`src/rtl/mux2a1_cuatrobits_tx_pkg.sv`:
```
// Shared definitions for the 2:1 transmit lane merger.
// Optional feature macro used by the top: MUX2A1_SKIP_EMPTY_EN.
package mux2a1_cuatrobits_tx_pkg;

  localparam int DATA_W_DEF     = 4;
  localparam int FIFO_DEPTH_DEF = 2;

  // Lane identifiers as they appear on lane_out and in the selector.
  localparam logic LANE0 = 1'b0;
  localparam logic LANE1 = 1'b1;

  typedef logic [DATA_W_DEF-1:0] lane_word_t;

  // Width needed to hold an occupancy count of 0..depth inclusive.
  function automatic int count_w(input int depth);
    return $clog2(depth + 1);
  endfunction

endpackage

```
`src/rtl/mux2a1_cuatrobits_tx_fifo_lane_sync.sv`:
```
// Single-clock lane FIFO: push/pop, head-of-queue view, occupancy count.
// Pointers wrap naturally because the depth is a power of two.
module fifo_lane_sync
  import mux2a1_cuatrobits_tx_pkg::*;
#(
  parameter int DATA_W = DATA_W_DEF,
  parameter int DEPTH  = FIFO_DEPTH_DEF
)
(
  input  logic                      i_clk,
  input  logic                      i_reset,
  input  logic                      i_push,
  input  logic [DATA_W-1:0]         i_push_data,
  input  logic                      i_pop,
  output logic [DATA_W-1:0]         o_head,
  output logic [count_w(DEPTH)-1:0] o_count,
  output logic                      o_empty
);

  localparam int AW = (DEPTH > 1) ? $clog2(DEPTH) : 1;
  localparam int CW = count_w(DEPTH);
  localparam logic [CW-1:0] DEPTH_C = CW'(DEPTH);

  logic [DATA_W-1:0] r_mem [DEPTH];
  logic [AW-1:0]     r_wr_ptr;
  logic [AW-1:0]     r_rd_ptr;
  logic [CW-1:0]     r_count;

  logic w_full;
  logic w_do_push;
  logic w_do_pop;

  assign w_full    = (r_count == DEPTH_C);
  assign o_empty   = (r_count == '0);
  assign w_do_push = i_push && !w_full;
  assign w_do_pop  = i_pop && !o_empty;
  assign o_head    = r_mem[r_rd_ptr];
  assign o_count   = r_count;

  // Storage array; contents need no reset since count gates visibility.
  always_ff @(posedge i_clk) begin
    if (w_do_push) begin
      r_mem[r_wr_ptr] <= i_push_data;
    end
  end

  // Pointer and occupancy bookkeeping; simultaneous push/pop leaves count unchanged.
  always_ff @(posedge i_clk) begin
    if (i_reset) begin
      r_wr_ptr <= '0;
      r_rd_ptr <= '0;
      r_count  <= '0;
    end else begin
      if (w_do_push) begin
        r_wr_ptr <= r_wr_ptr + AW'(1);
      end
      if (w_do_pop) begin
        r_rd_ptr <= r_rd_ptr + AW'(1);
      end
      case ({w_do_push, w_do_pop})
        2'b10:   r_count <= r_count + CW'(1);
        2'b01:   r_count <= r_count - CW'(1);
        default: r_count <= r_count;
      endcase
    end
  end

endmodule

```
`src/rtl/mux2a1_cuatrobits_tx.sv`:
```
// Transmit-side 2:1 lane merger: two buffered 4-bit lanes interleaved onto one
// registered stream, lane 0 first.
// Handshake: a word moves across an interface on a rising edge where valid and
// ready are both 1; a registered valid_out stays asserted with stable data and
// lane_out until ready_out is seen high.
// Optional feature macro: MUX2A1_SKIP_EMPTY_EN (serve the other lane when the
// selected one is empty); without it the output strictly alternates lanes.
module mux2a1_cuatrobits_tx
  import mux2a1_cuatrobits_tx_pkg::*;
#(
  parameter int DATA_W     = DATA_W_DEF,
  parameter int FIFO_DEPTH = FIFO_DEPTH_DEF
)
(
  input  logic              clk_4f,
  input  logic              reset,
  input  logic [DATA_W-1:0] data_in0,
  input  logic              valid_in0,
  output logic              ready_in0,
  input  logic [DATA_W-1:0] data_in1,
  input  logic              valid_in1,
  output logic              ready_in1,
  output logic [DATA_W-1:0] data_out,
  output logic              valid_out,
  output logic              lane_out,
  input  logic              ready_out
);

  localparam int CW = count_w(FIFO_DEPTH);
  localparam logic [CW-1:0] DEPTH_C = CW'(FIFO_DEPTH);

  logic [DATA_W-1:0] w_head0;
  logic [DATA_W-1:0] w_head1;
  logic [CW-1:0]     w_count0;
  logic [CW-1:0]     w_count1;
  logic              w_empty0;
  logic              w_empty1;
  logic              w_push0;
  logic              w_push1;
  logic              w_pop0;
  logic              w_pop1;
  logic              w_out_free;
  logic              w_sel_avail;
  logic              w_serve_lane;
  logic              w_load;
  logic [DATA_W-1:0] w_serve_word;

  logic [DATA_W-1:0] r_data_out;
  logic              r_valid_out;
  logic              r_lane_out;
  logic              r_selector;

  // Acceptance depends on the registered count only, so a pop in the same
  // cycle does not open a slot early.
  assign ready_in0 = !reset && (w_count0 < DEPTH_C);
  assign ready_in1 = !reset && (w_count1 < DEPTH_C);
  assign w_push0   = valid_in0 && ready_in0;
  assign w_push1   = valid_in1 && ready_in1;

  fifo_lane_sync #(
    .DATA_W (DATA_W),
    .DEPTH  (FIFO_DEPTH)
  ) u_fifo0 (
    .i_clk       (clk_4f),
    .i_reset     (reset),
    .i_push      (w_push0),
    .i_push_data (data_in0),
    .i_pop       (w_pop0),
    .o_head      (w_head0),
    .o_count     (w_count0),
    .o_empty     (w_empty0)
  );

  fifo_lane_sync #(
    .DATA_W (DATA_W),
    .DEPTH  (FIFO_DEPTH)
  ) u_fifo1 (
    .i_clk       (clk_4f),
    .i_reset     (reset),
    .i_push      (w_push1),
    .i_push_data (data_in1),
    .i_pop       (w_pop1),
    .o_head      (w_head1),
    .o_count     (w_count1),
    .o_empty     (w_empty1)
  );

  // Pick the lane to serve and decide whether the output register loads.
  always_comb begin
    w_out_free   = !r_valid_out || ready_out;
    w_sel_avail  = (r_selector == LANE0) ? !w_empty0 : !w_empty1;
    w_serve_lane = r_selector;
    w_load       = 1'b0;
`ifdef MUX2A1_SKIP_EMPTY_EN
    if (!w_sel_avail) begin
      w_serve_lane = !r_selector;
    end
    w_load = w_out_free && (!w_empty0 || !w_empty1);
`else
    w_load = w_out_free && w_sel_avail;
`endif
    w_serve_word = (w_serve_lane == LANE0) ? w_head0 : w_head1;
    w_pop0       = w_load && (w_serve_lane == LANE0);
    w_pop1       = w_load && (w_serve_lane != LANE0);
  end

  // Output register and lane selector; a stall freezes both.
  always_ff @(posedge clk_4f) begin
    if (reset) begin
      r_data_out  <= '0;
      r_valid_out <= 1'b0;
      r_lane_out  <= LANE0;
      r_selector  <= LANE0;
    end else if (w_load) begin
      r_data_out  <= w_serve_word;
      r_valid_out <= 1'b1;
      r_lane_out  <= w_serve_lane;
      r_selector  <= !w_serve_lane;
    end else if (w_out_free) begin
      r_valid_out <= 1'b0;
    end
  end

  assign data_out  = r_data_out;
  assign valid_out = r_valid_out;
  assign lane_out  = r_lane_out;

endmodule

```
`config.mk`:
```
export PLATFORM = sky130hd
export DESIGN_NAME = mux2a1_cuatrobits_tx
export DESIGN_NICKNAME = d
export VERILOG_FILES = /design/src/rtl/mux2a1_cuatrobits_tx_pkg.sv /design/src/rtl/mux2a1_cuatrobits_tx_fifo_lane_sync.sv /design/src/rtl/mux2a1_cuatrobits_tx.sv
export SDC_FILE = /design/constraint.sdc
export NUM_CORES = 1
export LEC_CHECK = 0
export CORE_MARGIN = 2
export CORE_UTILIZATION = 51
export CTS_CLUSTER_DIAMETER = 150
export DETAILED_ROUTE_END_ITERATION = 12
export PLACE_DENSITY_LB_ADDON = 0.08
export SLEW_MARGIN = 15
export SYNTH_ARGS = -nofsm -noshare
export SYNTH_HDL_FRONTEND = slang
export SYNTH_SLANG_ARGS = --single-unit
```
`constraint.sdc`:
```
create_clock -name clk_4f -period 2 [get_ports clk_4f]
set_clock_uncertainty 0.1 [all_clocks]
set_input_delay 0.4 -clock clk_4f [delete_from_list [all_inputs] [get_ports clk_4f]]
set_output_delay 0.4 -clock clk_4f [all_outputs]
set_load 0.005 [all_outputs]
```
==> impl_metrics.json <==
{
  "beginning_of_the_worst_hold_path": "lane_out",
  "finalSetupViolCount": 0,
  "detail_route.first_pass.iterations": 4,
  "synth_nets": 121,
  "numPlacedInstances": 164,
  "globalRouteOverflowTotal": 0,
  "power.share.combinational_pct": 35.2,
  "vias_per_cell": 5.44,
  "cts.repair.resized": 3,
  "cts_post_setup_buffers_inserted": 0,
  "timing.hold.ws_ps": 384,
  "number_of_routed_nets_with_antenna_violations": 0,
  "number_of_antenna_cells_inserted": 0,
  "timing.critical_path.fanout_max": 2,
  "timing.setup.tns_ps": 0,
  "floorplan_die_width_um": 55.3,
  "area_delta_synth_final_pct": 26.7,
  "cp_cell_sequence": "clkdlybuf4s50_1 > or3b_2 > ha_1 > or3_1 > a21oi_1",
  "worst-endpoint-arrival_ps": 2160,
  "status": "complete, no violations",
  "synth_flop_cell": "dfxtp_1",
  "worst_r2r_path_depth": 4,
  "cp_num_buf_inv": 1,
  "max_stage_delay_ps": 470,
  "post_synth.cell_area_avg_um2": 12.7,
  "vdd_ir_drop_max_uv": 886,
  "gpl.final_weighted_congestion": 0.750,
  "netlist_area_um2": 1340,
  "yosysWarnings": 0,
  "worst_path_max_delay_cell": "clkdlybuf4s50_1",
  "reg2reg_to": "u_fifo1.o_count[1]",
  "cts_inserted_buffers": 5,
  "timing.critical_path.from_type": "input pin",
  "cts_tree": "yes",
  "synth_top_cells_by_count": "dfxtp_1, edfxtp_1, nor2_1",
  "instances_no_fill": 172,
  "postCtsHoldBufs": 0,
  "register_share_of_total_power_pct": 47.8,
  "count_of_flip_flops_with_a_built_in_enable_after_synthesis": 16,
  "internal_power_mw": 1.42,
  "fp.dieArea_um2": 3060,
  "regToRegStartpoint": "u_fifo1.o_count[1]",
  "global_route.usage.total_pct": 17.9,
  "utilization_pct": 68.6,
  "yosys_reg_bits": 33,
  "pin_count_of_the_biggest_net_entering_global_routing": 17,
  "fin_crit_ps": 1990,
  "setup.reg_to_reg.worst_slack_ps": 140,
  "finalCritPeriodShare_pct": 99.6,
  "wl_per_cell_um": 14.3,
  "grt_first_pass_wirelength_um": 4140,
  "async_flop_share_pct": 0,
  "synth.top_cells.by_area": "edfxtp_1, dfxtp_1, mux2_2",
  "fin_worst_setup_slack_ps": 7.20,
  "total_count_of_max_transition_violations_in_the_final_report": 0,
  "path_class": "in -> reg",
  "synthDominantAreaCellType": "edfxtp_1",
  "core_area_um2": 2480,
  "p_clk_share_pct": 17.0,
  "timing.hold.worst.class": "reg -> reg",
  "floorplan.initialDensity_pct": 54.2,
  "clockBufferDepth": 2,
  "first_global_vias": 946,
  "cts.sinks": 33,
  "rsz_0062_raised_after_global_routing": "no",
  "post-place-ws_ps": -319,
  "cp_num_cells": 5,
  "drive_above_1_share_pct": 21.1,
  "synth.lib_cells_used.distinct": 32,
  "floorplan.io_pins": 21,
  "dpl_hpwl_um": 1850,
  "num_vias": 935,
  "drcViolationCount": 0,
  "p_leak_nw": 0.625,
  "cts_htree_levels": 2,
  "hold_end": "lane_out",
  "nets": 156,
  "detail_route.wirelength_um": 2460,
  "antenna_violations_before_repair": 0,
  "rows": 18,
  "floorplan.die.height_um": 55.3,
  "worst-slew-pin-transition_ps": 652,
  "io_buffers": 20,
  "synthesis.instances": 106,
  "hold_path_depth": 2,
  "dr.first_iter.drc_count": 13,
  "timing.max_cap.violations": 0,
  "critPathRequiredTime_ps": 2170,
  "synth_most_common_cell": "dfxtp_1",
  "path_clk_slew_ps": 90,
  "maxClockFrequency_mhz": 502,
  "cts-root-buf": "clkbuf_4",
  "synth_sequential_area_ratio_pct": 61.1,
  "max-slew-margin-rel_pct": 56.1,
  "post-synth-top-area-fraction_pct": 35.8,
  "hold_violations": 0,
  "cp-end-kind": "flip-flop",
  "p_per_area_nw_per_um2": 1200,
  "power.switching_mw": 0.628,
  "sw_frac_of_total_pct": 30.7,
  "insertion_delay_ps": 330,
  "critical-path-top-delay-family": "simple AND/OR/NAND/NOR gates"
}
## final cells by class
class,count,area [um^2]
Fill cell,208,777
Clock buffer,6,41.3
Multi-Input combinational cell,67,492
Tap cell,30,37.5
Sequential cell,33,821
Inverter,1,3.75
Clock inverter,2,10.0
Timing Repair Buffer,33,295
## state kept, by name, summed over array words and instances (netlist names), named ones only
register and flops:
data_out 4, lane_out 1, r_selector 1, u_fifo0.o_count 2
u_fifo0.r_mem 8, u_fifo0.r_rd_ptr 1, u_fifo0.r_wr_ptr 1, u_fifo1.o_count 2
u_fifo1.r_mem 8, u_fifo1.r_rd_ptr 1, u_fifo1.r_wr_ptr 1, valid_out 1
## per-layer routing
layer	global-route usage, %	vias to the layer above	routed length (um)
li1	-	469	-
met1	20.6	446	1080
met3	7.96	5	105
met5	0	-	0
met2	28.9	15	1230
met4	7.32	0	40
## worst min-delay path: cells and delay by family, from the launching register on
| kind | cells | cell delay, ps |
|---|---|---|
| DFF | 1 | 320 |
| AOI/OAI and AO/OA | 2 | 120 |
## metrics by stage
stage	cell area (um^2)	power (mW)
2_1_floorplan	1340	1.43
3_3_place_gp	1650	1.68
3_5_place_dp	1650	1.72
4_1_cts	1700	2.07
5_1_grt	1700	2.18
6_report	1700	2.04
## cell families (layout without fill, tap and decap cells)
kind of cell | after synthesis | after routing | synth area share (%)
flops | 33 | 33 | 61.1
simple gates | 30 | 30 | 12.9
compound gates | 21 | 21 | 11.5
mux | 8 | 8 | 6.34
xor+xnor | 6 | 6 | 3.91
buf+inv | 6 | 42 | 2.42
fa+ha+maj | 2 | 2 | 1.86
## worst max-delay path by stage
| stage | slack, ps | startpoint | end |
|---|---|---|---|
| 6_report | 7 | valid_in1 | u_fifo1.o_count[1] |
| 3_5_place_dp | -320 | valid_in1 | u_fifo1.o_count[1] |
| 4_1_cts | 10 | valid_in1 | u_fifo1.o_count[1] |
| 5_1_grt | 4 | valid_in1 | u_fifo1.o_count[1] |
| 3_3_place_gp | -270 | valid_in1 | u_fifo1.o_count[1] |
| 2_1_floorplan | 160 | reset | u_fifo1.o_count[1] |
## placed cells by master (no fill, tap or decap), drive strengths merged, types with 3 or more instances in the layout
cell type / instances
edfxtp: 16
or3: 4
a21oi: 8
o21ai: 4
xnor2: 3
xor2: 3
clkbuf: 6
mux2: 4
nor4: 5
mux2i: 4
clkdlybuf4s50: 18
dfxtp: 17
nor2: 10
buf: 13
a221o: 4
## power groups by stage
| stage | clock network (mW) | logic (mW) | registers [mW] |
|---|---|---|---|
| final | 0.348 | 0.719 | 0.978 |
| after global routing | 0.393 | 0.791 | 0.997 |
| after CTS | 0.359 | 0.729 | 0.978 |
| after detailed placement | 0 | 0.728 | 0.992 |
| after global placement | 0 | 0.702 | 0.981 |
| after floorplan | 0 | 0.483 | 0.949 |
No activity file was read; power rests on OpenSTA's default activity.
